### src/rtl/mips_alu_pkg.sv
// mips_alu_pkg: opcode encoding and default width shared by the ALU files.
package mips_alu_pkg;
    localparam int ALU_WIDTH = 32;
    typedef enum logic [1:0] {
        ALU_ADD = 2'd0,
        ALU_SUB = 2'd1,
        ALU_AND = 2'd2,
        ALU_OR  = 2'd3
    } alu_op_e;
endpackage

### src/rtl/mips_alu_datapath.sv
// mips_alu_datapath: combinational opcode mux over a shared adder/subtractor.
// Flag generation is built only when MIPS_ALU_FLAGS_EN is defined.
module mips_alu_datapath
    import mips_alu_pkg::*;
#(
    parameter int WIDTH = ALU_WIDTH
) (
    input  logic [WIDTH-1:0] a_i,
    input  logic [WIDTH-1:0] b_i,
    input  logic [1:0]       sel_i,
`ifdef MIPS_ALU_FLAGS_EN
    output logic             zero_o,
    output logic             carry_o,
    output logic             ovf_o,
`endif
    output logic [WIDTH-1:0] res_o
);
    logic             sub;
    logic [WIDTH-1:0] b_x;
    assign sub = sel_i == ALU_SUB;
    assign b_x = sub ? ~b_i : b_i;
`ifdef MIPS_ALU_FLAGS_EN
    logic [WIDTH:0] sum;
    assign sum = {1'b0, a_i} + {1'b0, b_x} + {{WIDTH{1'b0}}, sub};
`else
    logic [WIDTH-1:0] sum;
    assign sum = a_i + b_x + {{(WIDTH-1){1'b0}}, sub};
`endif
    always_comb begin
        res_o = (sel_i == ALU_ADD || sel_i == ALU_SUB) ? sum[WIDTH-1:0] :
                (sel_i == ALU_AND) ? (a_i & b_i) : (a_i | b_i);
    end
`ifdef MIPS_ALU_FLAGS_EN
    // With an inverted B and carry-in 1, a clear carry-out means a borrow occurred.
    assign carry_o = ~sel_i[1] & (sum[WIDTH] ^ sub);
    assign ovf_o   = ~sel_i[1] & (a_i[WIDTH-1] == b_x[WIDTH-1]) & (res_o[WIDTH-1] != a_i[WIDTH-1]);
    assign zero_o  = res_o == '0;
`endif
endmodule

### src/rtl/mips_alu.sv
// mips_alu: registered 32-bit ADD/SUB/AND/OR execute-stage ALU, one-cycle latency.
// Define MIPS_ALU_FLAGS_EN to add registered zero/carry/ovf outputs.
module mips_alu
    import mips_alu_pkg::*;
#(
    parameter int WIDTH = ALU_WIDTH
) (
    input  logic             clk,
    input  logic             rst_n,
    input  logic [WIDTH-1:0] inputA,
    input  logic [WIDTH-1:0] inputB,
    input  logic [1:0]       sel,
`ifdef MIPS_ALU_FLAGS_EN
    output logic             zero,
    output logic             carry,
    output logic             ovf,
`endif
    output logic [WIDTH-1:0] out
);
    logic [WIDTH-1:0] out_d, out_q;
`ifdef MIPS_ALU_FLAGS_EN
    logic [2:0] flags_d, flags_q;
    mips_alu_datapath #(.WIDTH(WIDTH)) u_dp (
        .a_i(inputA), .b_i(inputB), .sel_i(sel),
        .zero_o(flags_d[2]), .carry_o(flags_d[1]), .ovf_o(flags_d[0]),
        .res_o(out_d)
    );
    always_ff @(posedge clk or negedge rst_n) begin
        if (!rst_n) flags_q <= '0;
        else flags_q <= flags_d;
    end
    assign {zero, carry, ovf} = flags_q;
`else
    mips_alu_datapath #(.WIDTH(WIDTH)) u_dp (
        .a_i(inputA), .b_i(inputB), .sel_i(sel), .res_o(out_d)
    );
`endif
    always_ff @(posedge clk or negedge rst_n) begin
        if (!rst_n) out_q <= '0;
        else out_q <= out_d;
    end
    assign out = out_q;
endmodule

### config.mk
export PLATFORM = sky130hd
export DESIGN_NAME = mips_alu
export DESIGN_NICKNAME = d
export VERILOG_FILES = /design/src/rtl/mips_alu_pkg.sv /design/src/rtl/mips_alu_datapath.sv /design/src/rtl/mips_alu.sv
export SDC_FILE = /design/constraint.sdc
export NUM_CORES = 1
export LEC_CHECK = 0
export BUFFER_PORTS_ARGS = -buffer_cell sky130_fd_sc_hd__buf_2
export CAP_MARGIN = 20
export CORE_MARGIN = 4
export CORE_UTILIZATION = 40
export DETAILED_ROUTE_END_ITERATION = 16
export GPL_TIMING_DRIVEN = 1
export HOLD_SLACK_MARGIN = 0.06
export PLACE_DENSITY_LB_ADDON = 0.2
export SLEW_MARGIN = 20
export SYNTH_ARGS = -nofsm -noshare
export SYNTH_HDL_FRONTEND = slang
export SYNTH_SLANG_ARGS = --single-unit
### constraint.sdc
create_clock -name clk -period 0.8 [get_ports clk]
set_clock_uncertainty 0.1 [all_clocks]
set_input_delay 0.08 -clock clk [delete_from_list [all_inputs] [get_ports clk]]
set_output_delay 0.08 -clock clk [all_outputs]
set_load 0.02 [all_outputs]
* Yosys cells after proc, flatten, opt, wreduce, memory -nomap -nowiden *
Cells that the tools add are included.

word-level totals
  bits of input ports = 68
  word-level logic and storage cells = 13
  flip-flop bits (word level) = 32

operators by class
  mux-type cells = 3
  equal/unequal tests = 2
  add/sub/neg operators = 2
  reduce and logical (&&, ||, !) cells = 2
  bitwise operators = 3

operators with widths
  cell                number
  $mux 32             3
  $add 32x1->32       1
  $add 32x32->32      1
  $and 32x32->32      1
  $not 32->32         1
  $or 32x32->32       1
  $eq 2x1->1 const B  1
  $eq 2x2->1 const B  1
  $logic_not 2->1     1
  $logic_or 1x1->1    1

* Depth between registers and ports, before layout *
Gate-level depths: netlist of the first run.

  depth in word-level cells = 5
  depth in mapped cells = 17

* By module *
From an unflattened synthesis of the first run, not the netlist that was laid out.

unflattened totals
  cell total of the unflattened synthesis = 414
  area total of the unflattened synthesis = 3492.1 sq um

by module, submodules not included
  module             seq. area each (sq um)  cells each  area each (sq um)  instances
  mips_alu_datapath  0.0                     382         2691.3             1
  mips_alu           800.8                   32          800.8              1

* Worst setup path before layout of the first run *
No wires, ideal clock.

  path type = input -> register
  from = in sel[0]
  to = reg out_q[31] (netlist: out[31])
  required time = 0.557 ns
  path buffers = 4
  cell stages on the path = 16
  arrival time = 3.488 ns
  slack = -2.931 ns
  cell sequence = buf_4 nand2b_1 clkbuf_1 buf_1 xnor2_1 ha_1 clkbuf_2 nand3_1 or4_1 or4_4 a41oi_2 o21ai_2 o21ai_2 mux2_4 a221oi_1 a31oi_1

between the ends
  longest elaborated chain between the ends = 5
  elaborated cells between the ends (all ways) = 9

RTL lines
  what                    line                                              source
  start: declaration      mips_alu.sv:12                                    input logic [1:0] sel,
  $eq 2x1->1              mips_alu_datapath.sv:20, mips_alu_datapath.sv:30
  $mux 32                 mips_alu_datapath.sv:21                           assign b_x = sub ? ~b_i : b_i;
  $add 32x32->32          mips_alu_datapath.sv:27                           assign sum = a_i + b_x + {{(WIDTH-1){1'b0}}, sub};
  $add 32x1->32           mips_alu_datapath.sv:27
  $mux 32 *               mips_alu_datapath.sv:30                           res_o = (sel_i == ALU_ADD || sel_i == ALU_SUB) ? sum[WIDTH-1:0] :
  net out_d[31]           mips_alu.sv:20                                    logic [WIDTH-1:0] out_d, out_q;
  end signal: assignment  mips_alu.sv:40                                    else out_q <= out_d;
  end: declaration        mips_alu.sv:20

Mark *: on every way through the listed nets, which the timed path passes. The rest lies on a longest branch.

* Worst setup path after layout of the first run *
  from = in sel[1]
  to = reg out_q[31] (netlist: out[31])

The elaborated chain is that of the path after synthesis.

==> results.sh, run 1 <==
export IMPL_cp_common_cell="sky130_fd_sc_hd__o21ai_2"
export IMPL_leading_post_synthesis_cells_by_cell_area="sky130_fd_sc_hd__dfrtp_1 (23%), sky130_fd_sc_hd__ha_1 (13%), sky130_fd_sc_hd__xnor2_1 (11%), sky130_fd_sc_hd__maj3_1 (8.2%), sky130_fd_sc_hd__o21ai_0 (6.0%)"
export IMPL_pwr_density_mw_per_mm2=1589
export IMPL_routed_wl_met3_microns=523
export IMPL_synth_seq_area_share_pct=23.30
export IMPL_m1WireLength_microns=4771
export IMPL_worst_hold_slack_ps=-11.35
export IMPL_post_place_ws_ps=-2544
export IMPL_run_status="finished with violations"
export IMPL_avgSynthCellArea_sq_um=8.593
export IMPL_p_leak_nw=2.842
export IMPL_cts_hold_repair_buffers=1
export IMPL_grt_total_usage_pct=22.23
export IMPL_most_common_layout_cells="sky130_fd_sc_hd__buf_4 (114), sky130_fd_sc_hd__buf_2 (66), sky130_fd_sc_hd__buf_6 (50)"
export IMPL_detailed_place_hpwl_microns=7980
export IMPL_met2_wirelength_microns=6127
export IMPL_diodes=0
export IMPL_die_w_microns=100.7
export IMPL_vias=3825
export IMPL_synth_top_area_share_pct=23.30
export IMPL_clock_tree_root_cell="sky130_fd_sc_hd__clkbuf_8"
export IMPL_grt_pass1_wl_microns=18330
export IMPL_max_stage_delay_ps=530
export IMPL_io_pins=100
export IMPL_ctsLongestPathBuffers=2
export IMPL_drt_vias_per_instance=5.218
export IMPL_switching_share_pct=38.80
export IMPL_chipHeight_microns=100.7
export IMPL_layout_cells_most_common="sky130_fd_sc_hd__buf_4"
export IMPL_intPower_mw=5.858
export IMPL_critical_path_peak_fanout=5
export IMPL_worst_ep_required_time_ps=860
export IMPL_crit_path_end_kind="flop"
export IMPL_ys_types=60
export IMPL_ys_async_sr_fraction_pct=100.0
export IMPL_tritoncts="built"
export IMPL_largest_reg_flops=32
export IMPL_layout_drive_gt1_share_pct=52.39
export IMPL_maximum_vdd_ir_drop_mv=0.8828
export IMPL_synth_adder_area_share_pct=21.48
export IMPL_family_with_the_most_delay_on_the_worst_path="simple AND/OR/NAND/NOR gates"
export IMPL_comb_power_share_pct=64.2
export IMPL_synth_ff_latch_count=32
export IMPL_clock_fmax_mhz=332.9
export IMPL_synth_ff_type="sky130_fd_sc_hd__dfrtp_1"
export IMPL_cts_num_sinks=32
export IMPL_tritoncts_num_buffers=5
export IMPL_timing_final_ws_setup_ps=-2204
export IMPL_power_share_sequential_pct=21.4
export IMPL_grt_overflow_total=0
export IMPL_htree_levels=2
export IMPL_muxShareOfSynthArea_pct=1.019
export IMPL_crit_arrival_ps=3060
export IMPL_holdCritPathClass="primary input to flop"
export IMPL_cts_clk_slew_worst_paths_ps=70
export IMPL_synth_top_family_by_area="compound AO/OA/AOI/OAI gates"
export IMPL_violations="hold timing, setup timing"
export IMPL_highest_signal_layer="met4"
export IMPL_fp_coreArea_sq_mm=0.008299
export IMPL_synth_edff_count=0
export IMPL_timing_setup_critical_path_class="primary input to flop"
export IMPL_core_rowCount=33
export IMPL_power_switching_mw=3.714
export IMPL_fraction_of_synthesized_cell_area_in_xor_and_xnor_cells_pct=14.02
export IMPL_power_frac_clock_pct=14.3
export IMPL_worstMarginPinSlew_ps=426.1
export IMPL_final_setup_viol_count=63
export IMPL_floorplan_initialDensity_pct=41.41
export IMPL_worst_path_cell_chain="buf_6 > nand2b_4 > buf_12 > xnor2_1 > ha_1 > inv_1 > or4_1 > or4_4 > a41oi_4 > o21ai_2 > o21ai_2 > mux2_4 > a221oi_2 > a31oi_1"
export IMPL_cp_num_buf_inv=3
export IMPL_initialDrtViolationCount=71
export IMPL_place_inst=709
export IMPL_place_gp_congestion=0.9003
export IMPL_postSynthCellCount=400
export IMPL_placement_io_buffers=99
export IMPL_synth_fp_nets=504
export IMPL_dr_pass1_iters=4
export IMPL_synth_area_leader_cell="sky130_fd_sc_hd__dfrtp_1"
export IMPL_finalHoldViolations=1
export IMPL_maxSlewViolCount=0
export IMPL_grt_antenna_before_repair=0
export IMPL_drt_total_wl_microns=11610
export IMPL_utilization_pct=72.58
export IMPL_rsz0062_at_grt="yes"
export IMPL_stdcell_count=733
export IMPL_post_route_drc_count=0
export IMPL_maxCapViolCount=0
export IMPL_synth_compound_area_share_pct=23.92
export IMPL_die_area_sq_mm=0.01014
export IMPL_grt_pass1_vias=4038
export IMPL_ys_warn_count=0
export IMPL_post_synth_instance_area_sq_mm=0.003437
export IMPL_final_min_period_over_clock_period_pct=375.5
export IMPL_ant_nets=0
export IMPL_cp_start_kind="primary input"
export IMPL_detail_route_wl_per_cell_microns=15.84
export IMPL_final_min_clock_period_ps=3004
export IMPL_slowest_stage="sky130_fd_sc_hd__or4_1"
export IMPL_grt_start_max_net_pins=71
export IMPL_areaGrowthSynthToFinish_pct=75.25
export IMPL_maxSlewHeadroom_pct=71.59
export IMPL_finalNetCount=731
export IMPL_yosys_area_share_simple_pct=12.70
-- cells in the mapped netlist, types with 2 or more instances --
library cell               instances
sky130_fd_sc_hd__xnor2_1          42
sky130_fd_sc_hd__xor2_1           13
sky130_fd_sc_hd__o211ai_1          3
sky130_fd_sc_hd__maj3_1           28
sky130_fd_sc_hd__nand4_1           2
sky130_fd_sc_hd__dfrtp_1          32
sky130_fd_sc_hd__clkbuf_1          9
sky130_fd_sc_hd__o21a_1            3
sky130_fd_sc_hd__o21bai_1          3
sky130_fd_sc_hd__a21o_1           17
sky130_fd_sc_hd__o21ai_2           2
sky130_fd_sc_hd__inv_1            11
sky130_fd_sc_hd__o311ai_0          2
sky130_fd_sc_hd__nor2_1           15
sky130_fd_sc_hd__buf_1             5
sky130_fd_sc_hd__a31o_2            3
sky130_fd_sc_hd__nand2b_1          9
sky130_fd_sc_hd__ha_1             35
sky130_fd_sc_hd__a21oi_1          28
sky130_fd_sc_hd__nand2_1          40
sky130_fd_sc_hd__a211oi_1          4
sky130_fd_sc_hd__nor3_1            2
sky130_fd_sc_hd__nor2b_1           2
sky130_fd_sc_hd__a2111o_1          2
sky130_fd_sc_hd__a221oi_1          2
sky130_fd_sc_hd__a31oi_1           4
sky130_fd_sc_hd__o21ai_0          41
sky130_fd_sc_hd__nand3_1           6
sky130_fd_sc_hd__o31ai_1           3
sky130_fd_sc_hd__mux2i_1           2
-- cell families (layout without fill, tap and decap cells) --
kind of cell	after synthesis	after routing
AOI/OAI and AO/OA	127	127
xor gates and xnor gates	55	55
adders and majority gates	64	64
buffers and inverters	29	257
DFF	32	32
muxes	3	3
and+or+nand+nor	90	90
-- path summary, 6_finish.rpt --
check / start / endpoint / slack (ps) / depth (start not counted)
min: inputA[1] / out[1]$_DFF_PN0_ / -10 / 3
max in group asynchronous: rst_n / out[30]$_DFF_PN0_ / 250 / 3
max: sel[1] / out[31]$_DFF_PN0_ / -2200 / 14
min in group asynchronous: rst_n / out[10]$_DFF_PN0_ / 170 / 3
-- routing by layer --
metal	up-vias	global-route usage [%]
met5	-	0
met4	0	5.596
met3	16	3.253
met2	95	40.66
met1	1823	27.09
li1	1891	-
-- layout make-up --
type	instances	area, sq um
inverter	11	41.29
clock buffer	6	82.58
timing repair buffer	238	1907
multi-input combinational	339	3050
clock inverter	2	10.01
sequential	32	800.8
fill	615	2276
tap	105	131.4
-- power groups by stage --
stage / Clock (mW) / Combinational (mW) / Sequential (mW)
global placement: 0 / 4.56 / 2.00
global route: 1.50 / 6.61 / 2.08
finish: 1.37 / 6.15 / 2.05
floorplan: 0 / 2.28 / 2.42
CTS: 1.44 / 5.75 / 2.05
detailed placement: 0 / 4.66 / 2.00
-- per-stage QoR --
| step | setup TNS [ps] | total power, mW | area (sq um) |
|---|---|---|---|
| floorplan | -52580 | 4.699 | 3585 |
| global placement | -58150 | 6.563 | 5037 |
| detailed placement | -59000 | 6.660 | 5037 |
| CTS | -54800 | 9.240 | 5802 |
| global route | -59260 | 10.19 | 6023 |
| finish | -55380 | 9.573 | 6023 |
-- what timing repair did --
action / CTS / global route
gates cloned: 1 / 1
gates resized for setup: 156 / 34
endpoints found under the setup margin: 64 / 64
pin swaps: 40 / 31
endpoints found under the hold margin: 33 / 1
buffers inserted: 13 / 7
-- worst min-delay path: stages --
cell                      delay, ps
sky130_fd_sc_hd__buf_2          130
sky130_fd_sc_hd__nand2_1         60
sky130_fd_sc_hd__a31oi_1         70
Note: power is estimated with default switching activity, not from simulation.
==> run 2: changes to the inputs <==
--- a/config.mk
+++ b/config.mk
@@ -13,6 +13,7 @@
 export GPL_TIMING_DRIVEN = 1
 export HOLD_SLACK_MARGIN = 0.06
 export PLACE_DENSITY_LB_ADDON = 0.2
+export SKIP_LAST_GASP = 1
 export SLEW_MARGIN = 20
 export SYNTH_ARGS = -nofsm -noshare
 export SYNTH_HDL_FRONTEND = slang
==> run 2 against run 1 <==
Compared with the run above:
- the run still ends with hold timing, setup timing left
- global-route usage is 0.058 points lower
- clock-buffer cell count is the same
- power grew 0.74%
- via count is 0.84% higher
- worst hold slack gained 5.6 ps
- sequential cell count unchanged
- sequential share of layout area is 0.091 points lower
- setup slack got worse by 25 ps
- largest cell class unchanged
- final cell count rose by 0.55%
==> results.sh, run 2 (same netlist as run 1, synthesis figures left out) <==
export IMPL_finalHoldViolations=1
export IMPL_place_gp_congestion=0.9003
export IMPL_io_pins=100
export IMPL_grt_antenna_before_repair=0
export IMPL_pwr_density_mw_per_mm2=1590
export IMPL_crit_path_end_kind="flop"
export IMPL_clock_fmax_mhz=330.2
export IMPL_diodes=0
export IMPL_crit_arrival_ps=3090
export IMPL_cts_clk_slew_worst_paths_ps=80
export IMPL_layout_cells_most_common="sky130_fd_sc_hd__buf_4"
export IMPL_critical_path_peak_fanout=8
export IMPL_grt_overflow_total=0
export IMPL_die_w_microns=100.7
export IMPL_sequential_cell_area_sq_um=800.8
export IMPL_area_of_combinational_cells_with_multiple_inputs_sq_mm=0.003047
export IMPL_tritoncts_num_buffers=5
export IMPL_timing_final_ws_setup_ps=-2229
export IMPL_die_area_sq_mm=0.01014
export IMPL_rsz0062_at_grt="yes"
export IMPL_run_status="finished with violations"
export IMPL_utilization_pct=73.07
export IMPL_worst_hold_path_endpoint="out[1]$_DFF_PN0_"
export IMPL_maxCapViolCount=0
export IMPL_worstMarginPinSlew_ps=417.6
export IMPL_grt_total_usage_pct=22.17
export IMPL_chipHeight_microns=100.7
export IMPL_vias=3857
export IMPL_violations="hold timing, setup timing"
export IMPL_post_route_drc_count=0
export IMPL_tritoncts="built"
export IMPL_worst_ep_required_time_ps=860
export IMPL_detailed_place_hpwl_microns=7980
export IMPL_drt_vias_per_instance=5.233
export IMPL_met1_usage_pct=26.79
export IMPL_initialDrtViolationCount=79
export IMPL_largest_reg_flops=32
export IMPL_ctsLongestPathBuffers=2
export IMPL_met3_layer_usage_reported_by_global_route_pct=3.460
export IMPL_fp_coreArea_sq_mm=0.008299
export IMPL_final_min_period_over_clock_period_pct=378.6
export IMPL_maxSlewViolCount=0
export IMPL_holdCritPathClass="primary input to flop"
export IMPL_grt_pass1_wl_microns=18260
export IMPL_post_place_ws_ps=-2544
export IMPL_grt_pass1_vias=4036
export IMPL_timing_setup_critical_path_class="primary input to flop"
export IMPL_htree_levels=2
export IMPL_core_rowCount=33
export IMPL_dr_pass1_iters=4
export IMPL_timing_setup_tns_ps=-55540
export IMPL_final_min_clock_period_ps=3029
export IMPL_cp_start_kind="primary input"
export IMPL_maximum_vdd_ir_drop_mv=0.8977
export IMPL_grt_met2_usage_pct=40.10
export IMPL_clock_tree_root_cell="sky130_fd_sc_hd__clkbuf_8"
export IMPL_layout_drive_gt1_share_pct=52.69
export IMPL_n_fill_cell=610
export IMPL_most_common_layout_cells="sky130_fd_sc_hd__buf_4 (114), sky130_fd_sc_hd__buf_2 (66), sky130_fd_sc_hd__buf_6 (54)"
export IMPL_overall_power_after_layout_mw=9.644
export IMPL_hp_start="inputA[1]"
export IMPL_ant_nets=0
export IMPL_drt_total_wl_microns=11700
export IMPL_gr_max_usage_layer="met2"
export IMPL_worst_hold_slack_ps=-5.735
export IMPL_floorplan_initialDensity_pct=41.41
export IMPL_grt_start_max_net_pins=71
export IMPL_detail_route_wl_per_cell_microns=15.88
export IMPL_cts_num_sinks=32
export IMPL_final_setup_viol_count=63
export IMPL_placement_io_buffers=99
export IMPL_maxSlewHeadroom_pct=72.16
export IMPL_p_leak_nw=2.876
export IMPL_cts_hold_repair_buffers=1
export IMPL_areaGrowthSynthToFinish_pct=76.45
export IMPL_min_delay_path_depth=3
export IMPL_finalNetCount=735
-- run 2: area by class of cell --
| cell class | count | share of cell area [%] |
|---|---|---|
| timing repair buffer | 242 | 32.18 |
| tap | 105 | 2.166 |
| multi-input combinational | 339 | 50.24 |
| inverter | 11 | 0.6808 |
| clock buffer | 6 | 1.362 |
| sequential | 32 | 13.20 |
| clock inverter | 2 | 0.1651 |
-- run 2: critical path: stages --
cell                       delay (ps)
sky130_fd_sc_hd__buf_6             90
sky130_fd_sc_hd__nand2b_4         190
sky130_fd_sc_hd__buf_12           180
sky130_fd_sc_hd__xnor2_1          130
sky130_fd_sc_hd__ha_1             340
sky130_fd_sc_hd__nand2_1          130
sky130_fd_sc_hd__nor2_4           190
sky130_fd_sc_hd__a211oi_4          90
sky130_fd_sc_hd__or4_4            570
sky130_fd_sc_hd__a41oi_4          180
sky130_fd_sc_hd__o21ai_2           80
sky130_fd_sc_hd__o21ai_2          180
sky130_fd_sc_hd__mux2_4           330
sky130_fd_sc_hd__a221oi_2         240
sky130_fd_sc_hd__a31oi_1           80
-- run 2: where the power goes --
group          total (mW)  switching [mW]  leakage [nW]  internal [mW]
Sequential           2.05           0.140         0.380           1.91
Clock                1.37           0.686        0.0510          0.688
Combinational        6.22            2.91          2.45           3.31
-- run 2: through the flow --
step | std cells | hold slack, ps | area (sq um)
final | 737 | -5.735 | 6065
after floorplan | 400 | -315.6 | 3585
after global routing | 737 | 1.836 | 6065
after CTS | 729 | -23.55 | 5772
after detailed placement | 709 | -42.14 | 5037
after global placement | 709 | -49.45 | 5037
-- run 2: how the worst max path moves through the flow --
stage | startpoint | endpoint | slack, ps | depth (start not counted)
floorplan | sel[1] | out[31]$_DFF_PN0_ | -2510 | 16
global placement | sel[1] | out[30]$_DFF_PN0_ | -2510 | 16
detailed placement | sel[1] | out[30]$_DFF_PN0_ | -2540 | 16
CTS | sel[1] | out[30]$_DFF_PN0_ | -2190 | 16
global route | sel[1] | out[31]$_DFF_PN0_ | -2340 | 16
finish | sel[1] | out[31]$_DFF_PN0_ | -2230 | 15
-- run 2: metal layers --
| layer | share of wire, % | vias up |
|---|---|---|
| met4 | 1.9 | 0 |
| li1 | - | 1899 |
| met3 | 4.3 | 18 |
| met2 | 54 | 98 |
| met5 | 0 | - |
| met1 | 40 | 1842 |
-- run 2: repair_timing --
item,CTS,global route
setup endpoints to repair,64,64
endpoints found under the hold margin,33,1
cloned,1,1
buffers inserted,13,11
pin swaps,39,35
resized for setup,146,44
==> run 3: changes to the inputs <==
--- a/config.mk
+++ b/config.mk
@@ -8,7 +8,7 @@
 export BUFFER_PORTS_ARGS = -buffer_cell sky130_fd_sc_hd__buf_2
 export CAP_MARGIN = 20
 export CORE_MARGIN = 4
-export CORE_UTILIZATION = 40
+export CORE_UTILIZATION = 53
 export DETAILED_ROUTE_END_ITERATION = 16
 export GPL_TIMING_DRIVEN = 1
 export HOLD_SLACK_MARGIN = 0.06
==> run 3 against run 2 <==
Compared with the run above:
- the run now fails in global routing (5_1_grt)
- synthesized cell count is the same
- synthesized area unchanged
==> results.sh, run 3 <==
export IMPL_postGrtWorstEndpoint="out[31]$_DFF_PN0_/D"
export IMPL_synth_ff_latch_count=32
export IMPL_htree_levels=2
export IMPL_ys_warn_count=0
export IMPL_ys_types=60
export IMPL_top_cells_by_count_synth="sky130_fd_sc_hd__xnor2_1 (42), sky130_fd_sc_hd__o21ai_0 (41), sky130_fd_sc_hd__nand2_1 (40)"
export IMPL_placement_io_buffers=99
export IMPL_core_rowCount=29
export IMPL_dpl_cell_area_sq_mm=0.004987
export IMPL_worst_ep_kind="register data pin"
export IMPL_lastStage="global routing (5_1_grt)"
export IMPL_post_place_ws_ps=-2543
export IMPL_floorplan_initialDensity_pct=54.44
export IMPL_die_w_microns=88.53
export IMPL_detailed_place_hpwl_microns=8015
export IMPL_run_status="aborted with a tool error"
export IMPL_cts_num_sinks=32
export IMPL_synth_seq_area_share_pct=23.30
export IMPL_post_synth_instance_area_sq_mm=0.003437
export IMPL_avgSynthCellArea_sq_um=8.593
export IMPL_synth_area_leader_cell="sky130_fd_sc_hd__dfrtp_1"
export IMPL_clock_tree_root_cell="sky130_fd_sc_hd__clkbuf_8"
export IMPL_synth_ff_type="sky130_fd_sc_hd__dfrtp_1"
export IMPL_place_gp_congestion=0.9442
export IMPL_synth_top_area_share_pct=23.30
export IMPL_synth_fp_nets=504
export IMPL_tritoncts_num_buffers=5
export IMPL_tool_error="[ERROR DPL-0038] Utilization greater than 100%, impossible to legalize"
export IMPL_ctsLongestPathBuffers=2
export IMPL_postSynthCellCount=400
export IMPL_chipHeight_microns=88.53
export IMPL_io_pins=100
export IMPL_post_synth_top_count_cell="sky130_fd_sc_hd__xnor2_1"
export IMPL_grt_start_max_net_pins=71
export IMPL_leading_post_synthesis_cells_by_cell_area="sky130_fd_sc_hd__dfrtp_1 (23%), sky130_fd_sc_hd__ha_1 (13%), sky130_fd_sc_hd__xnor2_1 (11%), sky130_fd_sc_hd__maj3_1 (8.2%), sky130_fd_sc_hd__o21ai_0 (6.0%)"
export IMPL_synth_edff_count=0
export IMPL_ys_async_sr_fraction_pct=100.0
## run 3: cell counts after synthesis
No cell type changed its count.
## run 3: kinds of logic after synthesis
family,Yosys count,synth area share (%)
mux,3,1.019
flops,32,23.30
simple gates,90,12.71
buf+inv,29,3.567
xor+xnor,55,14.02
fa+ha+maj,64,21.48
compound gates,127,23.92
## run 3: repair_timing
| action | 4_1_cts |
|---|---|
| pin swaps | 33 |
| gates resized for setup | 144 |
| endpoints found under the setup margin | 64 |
| setup buffers | 20 |
| cloned | 2 |
| hold buffers | 1 |
| endpoints found under the hold margin | 33 |
## run 3: through the flow
step	setup TNS, ps	instances
floorplan	-52580	400
global placement	-59490	679
detailed placement	-60980	679
CTS	-54310	709
==> run 4: changes to the inputs <==
--- a/config.mk
+++ b/config.mk
@@ -8,11 +8,10 @@
 export BUFFER_PORTS_ARGS = -buffer_cell sky130_fd_sc_hd__buf_2
 export CAP_MARGIN = 20
 export CORE_MARGIN = 4
-export CORE_UTILIZATION = 53
+export CORE_UTILIZATION = 40
 export DETAILED_ROUTE_END_ITERATION = 16
 export GPL_TIMING_DRIVEN = 1
-export HOLD_SLACK_MARGIN = 0.06
-export PLACE_DENSITY_LB_ADDON = 0.2
+export PLACE_DENSITY_LB_ADDON = 0.15
 export SKIP_LAST_GASP = 1
 export SLEW_MARGIN = 20
 export SYNTH_ARGS = -nofsm -noshare
==> run 4 against run 3 <==
Compared with the run above:
- the flow now finishes, with violations (hold timing, setup timing)
==> results.sh, run 4 (same netlist as run 1, synthesis figures left out) <==
export IMPL_finalHoldViolations=1
export IMPL_chipHeight_microns=100.7
export IMPL_power_share_sequential_pct=22.4
export IMPL_initialDrtViolationCount=90
export IMPL_diodes=0
export IMPL_htree_levels=2
export IMPL_cts_hold_repair_buffers=1
export IMPL_crit_path_end_kind="flop"
export IMPL_layout_cells_most_common="sky130_fd_sc_hd__buf_4"
export IMPL_grt_total_usage_pct=20.98
export IMPL_die_area_sq_mm=0.01014
export IMPL_vias=3825
export IMPL_overall_power_after_layout_mw=9.176
export IMPL_min_delay_path_depth=3
export IMPL_finalNetCount=725
export IMPL_stdcell_count=727
export IMPL_pwr_density_mw_per_mm2=1587
export IMPL_slowest_stage="sky130_fd_sc_hd__or4_4"
export IMPL_power_switching_mw=3.539
export IMPL_grt_start_max_net_pins=71
export IMPL_p_leak_nw=2.767
export IMPL_drt_total_wl_microns=11400
export IMPL_largest_reg_flops=32
export IMPL_worst_hold_slack_ps=-6.223
export IMPL_violations="hold timing, setup timing"
export IMPL_io_pins=100
export IMPL_detail_route_wl_per_cell_microns=15.68
export IMPL_areaGrowthSynthToFinish_pct=68.26
export IMPL_maxSlewViolCount=0
export IMPL_dr_pass1_iters=4
export IMPL_place_gp_congestion=0.8396
export IMPL_comb_power_share_pct=62.5
export IMPL_post_place_ws_ps=-2545
export IMPL_grt_pass1_vias=3919
export IMPL_cp_num_buf_inv=3
export IMPL_intPower_mw=5.637
export IMPL_tritoncts="built"
export IMPL_cp_start_kind="primary input"
export IMPL_crit_arrival_ps=3190
export IMPL_ant_nets=0
export IMPL_power_frac_clock_pct=15.0
export IMPL_final_cell_area_sq_mm=0.005783
export IMPL_drt_vias_per_instance=5.261
export IMPL_place_inst=702
export IMPL_run_status="finished with violations"
export IMPL_ctsLongestPathBuffers=2
export IMPL_dpl_cell_area_sq_mm=0.004985
export IMPL_family_with_the_most_delay_on_the_worst_path="simple AND/OR/NAND/NOR gates"
export IMPL_maxSlewHeadroom_pct=73.29
export IMPL_worstMarginPinSlew_ps=400.6
export IMPL_grt_antenna_before_repair=0
export IMPL_fp_coreArea_sq_mm=0.008299
export IMPL_critical_path_peak_fanout=8
export IMPL_cp_common_cell="sky130_fd_sc_hd__o21ai_2"
export IMPL_rsz0062_at_grt="yes"
export IMPL_timing_setup_critical_path_class="primary input to flop"
export IMPL_worst_hold_path_endpoint="out[1]$_DFF_PN0_"
export IMPL_clock_tree_root_cell="sky130_fd_sc_hd__clkbuf_8"
export IMPL_layout_drive_gt1_share_pct=49.52
export IMPL_final_min_period_over_clock_period_pct=386.3
export IMPL_hp_start="inputA[1]"
export IMPL_floorplan_initialDensity_pct=41.41
export IMPL_final_min_clock_period_ps=3091
export IMPL_maxCapViolCount=0
export IMPL_cts_clk_slew_worst_paths_ps=80
export IMPL_post_route_drc_count=0
export IMPL_die_w_microns=100.7
export IMPL_core_rowCount=33
export IMPL_clock_fmax_mhz=323.5
export IMPL_grt_overflow_total=0
export IMPL_grt_pass1_wl_microns=17480
export IMPL_placement_io_buffers=99
export IMPL_switching_share_pct=38.57
export IMPL_final_setup_viol_count=63
export IMPL_cts_num_sinks=32
export IMPL_maximum_vdd_ir_drop_mv=0.8511
export IMPL_detailed_place_hpwl_microns=7896
export IMPL_timing_final_ws_setup_ps=-2291
export IMPL_holdCritPathClass="primary input to flop"
export IMPL_tritoncts_num_buffers=5
export IMPL_worst_ep_required_time_ps=900
export IMPL_worst_path_cell_chain="buf_6 > nand2b_4 > buf_12 > xnor2_1 > ha_1 > nand2_1 > nor2_2 > a211oi_2 > or4_4 > a41oi_4 > o21ai_2 > o21ai_2 > buf_4 > xor2_1 > mux2i_1 > a31oi_1"
export IMPL_most_common_layout_cells="sky130_fd_sc_hd__buf_4 (118), sky130_fd_sc_hd__buf_2 (66), sky130_fd_sc_hd__buf_6 (40)"
export IMPL_max_stage_delay_ps=560
## run 4: final cells by class
type / count / area (sq um)
Sequential cell: 32 / 800.8
Inverter: 11 / 41.29
Timing Repair Buffer: 232 / 1822
Multi-Input combinational cell: 339 / 2895
Clock inverter: 2 / 10.01
Fill cell: 675 / 2516
Tap cell: 105 / 131.4
Clock buffer: 6 / 82.58
## run 4: how the worst max path moves through the flow
stage,startpoint,to,slack (ps),cells after the start
6_report,sel[1],out[31]$_DFF_PN0_,-2290,16
5_1_grt,sel[1],out[31]$_DFF_PN0_,-2380,15
4_1_cts,sel[1],out[31]$_DFF_PN0_,-2170,14
3_5_place_dp,sel[1],out[31]$_DFF_PN0_,-2550,14
3_3_place_gp,sel[1],out[30]$_DFF_PN0_,-2490,16
2_1_floorplan,sel[1],out[31]$_DFF_PN0_,-2510,16
## run 4: layer usage
layer	routed length, microns	part of all wire, %	GRT usage (%)	up-vias
li1	-	-	-	1891
met1	4708	41	24.60	1801
met2	5893	52	39.04	111
met3	570	5.0	3.875	22
met4	223	2.0	5.078	0
met5	0	0	0	-
## run 4: timing repair
| item | 4_1_cts | 5_1_grt |
|---|---|---|
| setup endpoints to repair | 64 | 64 |
| pin swaps | 14 | 31 |
| hold endpoints to repair | 33 | 1 |
| cloned | 0 | 2 |
| resized for setup | 97 | 50 |
| setup buffers | 9 | 7 |
## run 4: metrics by stage
step / utilization [%] / TNS [ps]
final: 69.68 / -54290
after global routing: 69.68 / -58220
after CTS: 65.88 / -53330
after detailed placement: 60.06 / -58350
after global placement: 60.06 / -57550
after floorplan: - / -52580
## run 4: worst min-delay path: stages
cell and delay, ps:
sky130_fd_sc_hd__buf_2 120, sky130_fd_sc_hd__nand2_1 60, sky130_fd_sc_hd__a31oi_1 80
## run 4: power by group through the flow
stage / clock network, mW / logic (mW) / registers, mW
5_1_grt: 1.51 / 6.19 / 2.08
4_1_cts: 1.43 / 5.27 / 2.06
3_3_place_gp: 0 / 4.51 / 2.00
3_5_place_dp: 0 / 4.59 / 2.01
6_report: 1.38 / 5.74 / 2.06
2_1_floorplan: 0 / 2.28 / 2.42
